==> src/rtl/fan_level_timer.sv <==
// Kitchen-hood fan-level controller: level FSM, one-shot boost countdown,
// cumulative mm:ss run timer and packed BCD display word.
module fan_level_timer #(
    parameter int unsigned LEVELS         = 3,
    parameter int unsigned BOOST_SEC      = 60,
    parameter int unsigned FALLBACK_LEVEL = 2,
    parameter int unsigned BOOST_ONCE     = 1,
    parameter int unsigned CUM_MAX_MIN    = 59
) (
    input  logic              clk,
    input  logic              rst,
    input  logic              tick_1hz,
    input  logic              req_valid,
    input  logic [2:0]        req_level,
    input  logic              boost_rearm,
    output logic [2:0]        level,
    output logic [LEVELS-1:0] led,
    output logic              boost_active,
    output logic              boost_used,
    output logic [31:0]       time_bcd
);

    localparam int unsigned CD_W  = 13;
    localparam int unsigned MIN_W = 7;
    localparam int unsigned SEC_W = 6;

    typedef enum logic [1:0] {
        ST_STANDBY,
        ST_RUN,
        ST_BOOST
    } state_t;

    state_t            state, state_nx;
    logic [2:0]        level_nx;
    logic [CD_W-1:0]   cd, cd_nx;
    logic [SEC_W-1:0]  cum_sec, cum_sec_nx;
    logic [MIN_W-1:0]  cum_min, cum_min_nx;
    logic              used_nx;
    logic [MIN_W-1:0]  disp_min, disp_sec;
    logic [31:0]       time_nx;

    function automatic logic [7:0] to_bcd(input logic [MIN_W-1:0] v);
        to_bcd = {4'(v / MIN_W'(10)), 4'(v % MIN_W'(10))};
    endfunction

    // State and counter registers; boost_active mirrors the next state.
    always_ff @(posedge clk or negedge rst) begin
        if (!rst) begin
            state        <= ST_STANDBY;
            level        <= 3'd0;
            cd           <= '0;
            cum_sec      <= '0;
            cum_min      <= '0;
            boost_used   <= 1'b0;
            boost_active <= 1'b0;
            time_bcd     <= 32'h00F0_0F00;
        end else begin
            state        <= state_nx;
            level        <= level_nx;
            cd           <= cd_nx;
            cum_sec      <= cum_sec_nx;
            cum_min      <= cum_min_nx;
            boost_used   <= used_nx;
            boost_active <= (state_nx == ST_BOOST);
            time_bcd     <= time_nx;
        end
    end

    // Next state: timer and countdown first, then a request overrides the countdown.
    always_comb begin
        state_nx   = state;
        level_nx   = level;
        cd_nx      = cd;
        cum_sec_nx = cum_sec;
        cum_min_nx = cum_min;
        used_nx    = boost_used;

        if (tick_1hz && (level != 3'd0)) begin
            if (cum_sec == SEC_W'(59)) begin
                cum_sec_nx = '0;
                cum_min_nx = (cum_min == MIN_W'(CUM_MAX_MIN)) ? '0 : cum_min + MIN_W'(1);
            end else begin
                cum_sec_nx = cum_sec + SEC_W'(1);
            end
        end

        if ((state == ST_BOOST) && tick_1hz) begin
            if (cd == CD_W'(1)) begin
                state_nx = ST_RUN;
                level_nx = 3'(FALLBACK_LEVEL);
                cd_nx    = '0;
            end else begin
                cd_nx = cd - CD_W'(1);
            end
        end

        if (boost_rearm) begin
            used_nx = 1'b0;
        end

        if (req_valid) begin
            if (req_level == 3'd0) begin
                state_nx = ST_STANDBY;
                level_nx = 3'd0;
                cd_nx    = '0;
            end else if (req_level < 3'(LEVELS)) begin
                state_nx = ST_RUN;
                level_nx = req_level;
                cd_nx    = '0;
            end else if ((req_level == 3'(LEVELS)) && (state != ST_BOOST) &&
                         ((BOOST_ONCE == 0) || !boost_used)) begin
                state_nx = ST_BOOST;
                level_nx = 3'(LEVELS);
                cd_nx    = CD_W'(BOOST_SEC);
                if (BOOST_ONCE != 0) begin
                    used_nx = 1'b1;
                end
            end
        end
    end

    // Display source: countdown while boosting, cumulative otherwise.
    always_comb begin
        if (state == ST_BOOST) begin
            disp_min = MIN_W'(cd / CD_W'(60));
            disp_sec = MIN_W'(cd % CD_W'(60));
        end else begin
            disp_min = cum_min;
            disp_sec = MIN_W'(cum_sec);
        end
        time_nx = {8'h00, 4'hF, to_bcd(disp_min), 4'hF, to_bcd(disp_sec)};
    end

    always_comb begin
        led = '0;
        for (int i = 0; i < int'(LEVELS); i++) begin
            if (level == 3'(i + 1)) begin
                led[i] = 1'b1;
            end
        end
    end

endmodule

==> config.mk <==
export PLATFORM = sky130hd
export DESIGN_NAME = fan_level_timer
export DESIGN_NICKNAME = d
export VERILOG_FILES = /design/src/rtl/fan_level_timer.sv
export SDC_FILE = /design/constraint.sdc
export NUM_CORES = 1
export LEC_CHECK = 0
export ABC_AREA = 1
export CORE_ASPECT_RATIO = 1.75
export CORE_MARGIN = 3
export CORE_UTILIZATION = 42
export CTS_BUF_LIST = sky130_fd_sc_hd__clkbuf_16
export CTS_CLUSTER_DIAMETER = 150
export DETAILED_ROUTE_END_ITERATION = 10
export GPL_TIMING_DRIVEN = 0
export MAX_ROUTING_LAYER = met4
export PLACE_DENSITY = 0.62
export REMOVE_ABC_BUFFERS = 1
export SYNTH_ARGS = -nofsm -noshare
export SYNTH_HDL_FRONTEND = slang
export SYNTH_SLANG_ARGS = --single-unit
export TNS_END_PERCENT = 20
==> constraint.sdc <==
create_clock -name clk -period 4.8 [get_ports clk]
set_input_delay 0.96 -clock clk [delete_from_list [all_inputs] [get_ports clk]]
set_output_delay 0.96 -clock clk [all_outputs]
set_load 0.01 [all_outputs]
==> flow_metrics.tcl, run 1 <==
set metrics [dict create \
    outcome "complete, but fails checks" \
    violations "negative setup slack" \
    core_sq_um 9470 \
    arrival_ns 5.38 \
    cts_buffers 5 \
    synth_area_sq_um 4100 \
    worstMarginPinSlew_ns 0.988 \
    synth_ff_type "dfrtp_1" \
    cts.htree.levels 2 \
    fin_crit_ns 5.19 \
    n_antenna_cell 0 \
    max-vdd-ir-drop_mv 0.343 \
    rows 47 \
    yosysSeqAreaShare 0.299 \
    ys_ff_latch 49 \
    busiest_layer "met2" \
    antenna_found_initial 0 \
    drive_above_1_share 0.299 \
    fin_skew_ns 0.00963 \
    vias 3858 \
    slowest_delay_ns 0.42 \
    crit_type "flip-flop to flip-flop" \
    use_met3 0.0257 \
    worst_path_max_delay_cell "dfrtp_2" \
    post_drt_wl_per_cell_um 12.2 \
    final_nets 685 \
    place_ws_ns -0.935 \
    p_leak_nw 2.66 \
    cts_hold_buf 0 \
    reg2reg_from "cd[12]$_DFF_PN0_" \
    min_path_type "flip-flop to flip-flop" \
    vias_per_cell 4.90 \
    netlist_instances 584 \
    area_growth_pct 31.5 \
    max_cap_viol_count 0 \
    setup_slack_ns -0.391 \
    drt-initial-drc-count 160 \
    cp_common_cell "nand2_2" \
    antenna_left 0 \
    cts_tree "yes" \
    total_power_mw 3.21 \
    place.port_buffers 31 \
    clock-sinks 49 \
    multi_input_comb_area_sq_um 2810 \
    grt_use_met1 0.177 \
    cts_buffer_depth 2 \
    grt_pass1_wl_mm 15.8 \
    relSlewSlack 0.340 \
    r2r_end "time_bcd[2]$_DFF_PN0_" \
    powerDensity_nw_per_um2 595 \
    setup_viol 8 \
    clkLatencyLatePin_ns 0.30 \
    setup_tns_ns -2.69 \
    r2r_cells 49 \
    io_pins 48 \
    hpwl_mm 6.97 \
    hold_start "cum_min[6]$_DFFE_PN0P_" \
    regArea_sq_um 1230 \
    critPathCaptureType "flip-flop" \
    cp_max_fo 5 \
    synth.distinct_cells 43 \
    firstDrtPassIters 5 \
    clk_pin_slew_ns 0.07 \
    grt_pass1_vias 3778 \
    drc_errors 0 \
    yosysWarnings 0 \
    max_freq_mhz 193 \
    start_util 0.433 \
    die_y_um 137 \
    place_inst 733 \
    hold_end "cum_min[6]$_DFFE_PN0P_" \
    grt_max_degree 39 \
    die_area_sq_um 11000 \
    globalRouteOverflowTotal 0 \
    met2_usage 0.355 \
    place.gp.congestion 0.826 \
    dieWidth_um 80.7 \
    hold_violations 0 \
    fin_crit_sh 1.08 \
    routed_wl_mm 9.60 \
    final_cells 787 \
    crit_required_ns 4.99 \
    synth_edf_count 0 \
    worst_setup_path_start_kind "flip-flop" \
    fillers 894 \
    cts_root_buf "clkbuf_16" \
    async_reset_ff_frac 1.00 \
    slew_violations 0 \
    min_path_cells 1 \
    rsz0062_at_grt "yes" \
    syn_area_per_cell_sq_um 7.03 \
    track_usage 0.183 \
    rrSetupSlack_ns -0.39 \
]
==> worst max-delay path by stage <==
stage                     slack, ns             start               endpoint  depth (start not counted)
after floorplan               -0.16  cd[12]$_DFF_PN0_  time_bcd[1]$_DFF_PN0_                         50
after global placement        -0.80  cd[12]$_DFF_PN0_  time_bcd[1]$_DFF_PN0_                         49
after detailed placement      -0.93  cd[12]$_DFF_PN0_  time_bcd[1]$_DFF_PN0_                         50
after CTS                     -0.51  cd[12]$_DFF_PN0_  time_bcd[1]$_DFF_PN0_                         51
after global routing          -0.82  cd[10]$_DFF_PN0_  time_bcd[2]$_DFF_PN0_                         52
final                         -0.39  cd[12]$_DFF_PN0_  time_bcd[2]$_DFF_PN0_                         49
==> where the power goes <==
group | internal [mW] | switching [mW]
Sequential | 0.543 | 0.0921
Clock | 0.197 | 0.170
Combinational | 0.944 | 1.26
==> cells in the final DEF (no fill, tap or decap), types with 4 or more instances in the layout <==
| cell | instances |
|---|---|
| xor2_1 | 9 |
| a21oi_1 | 19 |
| nor2_1 | 41 |
| dfrtp_2 | 4 |
| nand3_2 | 10 |
| nand2_1 | 116 |
| nand2_2 | 40 |
| ha_1 | 6 |
| nor3_1 | 15 |
| inv_1 | 82 |
| nand4_1 | 10 |
| nand3_1 | 28 |
| inv_2 | 12 |
| clkdlybuf4s50_1 | 30 |
| conb_1 | 17 |
| inv_4 | 4 |
| nand3_4 | 12 |
| dfrtp_1 | 45 |
| nand2_4 | 22 |
| nor2_4 | 5 |
| clkbuf_16 | 5 |
| o21ai_1 | 5 |
| nor2_2 | 9 |
| buf_4 | 45 |
| o21ai_0 | 25 |
| ha_4 | 6 |
==> layout make-up <==
type	count	share of cell area
multi-input combinational	431	0.520
sequential	49	0.228
timing repair buffer	78	0.125
inverter	99	0.0707
tap	122	0.0283
clock buffer	5	0.0232
clock inverter	3	0.00464
==> Yosys cell counts, types with 5 or more instances <==
cell type / count / area [sq um]
a21oi_1: 20 / 100
buf_4: 16 / 120
dfrtp_1: 49 / 1230
ha_1: 13 / 163
inv_1: 89 / 334
inv_2: 9 / 33.8
nand2_1: 147 / 552
nand2_2: 17 / 106
nand2_4: 16 / 180
nand3_1: 37 / 185
nand3_2: 7 / 70.1
nand3_4: 6 / 105
nand4_1: 10 / 62.6
nor2_1: 47 / 176
nor2_2: 5 / 31.3
nor3_1: 15 / 75.1
o21ai_0: 27 / 135
o21ai_1: 5 / 25.0
xor2_1: 9 / 78.8
==> worst max-delay path, delay by kind of cell, from the launching register on <==
family / cells / cell delay, ns
compound gates: 3 / 0.72
flops: 1 / 0.42
simple gates: 37 / 2.94
buf+inv: 6 / 0.51
fa+ha+maj: 3 / 0.46
==> cell families (layout without fill, tap and decap cells) <==
logic type / after synthesis / after routing / share of synthesized area
and+or+nand+nor: 320 / 320 / 0.402
xor gates and xnor gates: 10 / 10 / 0.0259
DFF: 49 / 49 / 0.299
other: 2 / 17 / 0.00183
adders and majority gates: 13 / 13 / 0.0396
buffers and inverters: 119 / 185 / 0.124
AOI/OAI and AO/OA: 71 / 71 / 0.108
==> metal layers <==
layer	part of all wire	wire, um	vias to the layer above
li1	-	-	1982
met1	0.36	3430	1805
met2	0.59	5710	50
met3	0.022	209	21
met4	0.026	250	0
met5	0	0	-
==> registers in the layout, indices dropped and copies added (netlist names) <==
register      count
boost_used        1
boost_active      1
cd               13
state             2
level             3
cum_sec           6
time_bcd         16
cum_min           7
==> what timing repair did <==
action / 4_1_cts / 5_1_grt
pin swaps: 33 / 51
resized for setup: 47 / 56
cloned: 0 / 0
setup buffers: 27 / 19
endpoints found under the setup margin: 9 / 10
==> metrics by stage <==
stage                     cell area [sq um]  hold WS (ns)   util
after global routing                   5400         0.563  0.570
after floorplan                        4020         0.464      -
after detailed placement               4500         0.517  0.475
after global placement                 4490         0.492  0.474
after CTS                              5040         0.526  0.532
final                                  5400         0.525  0.570
(Power assumes the default switching activity.)
==> run 2: changes to the inputs <==
CTS_CLUSTER_DIAMETER = 40   (was 150)
==> results of run 2 <==
No change in the layout: final DEF, timing and power equal those of run 1.
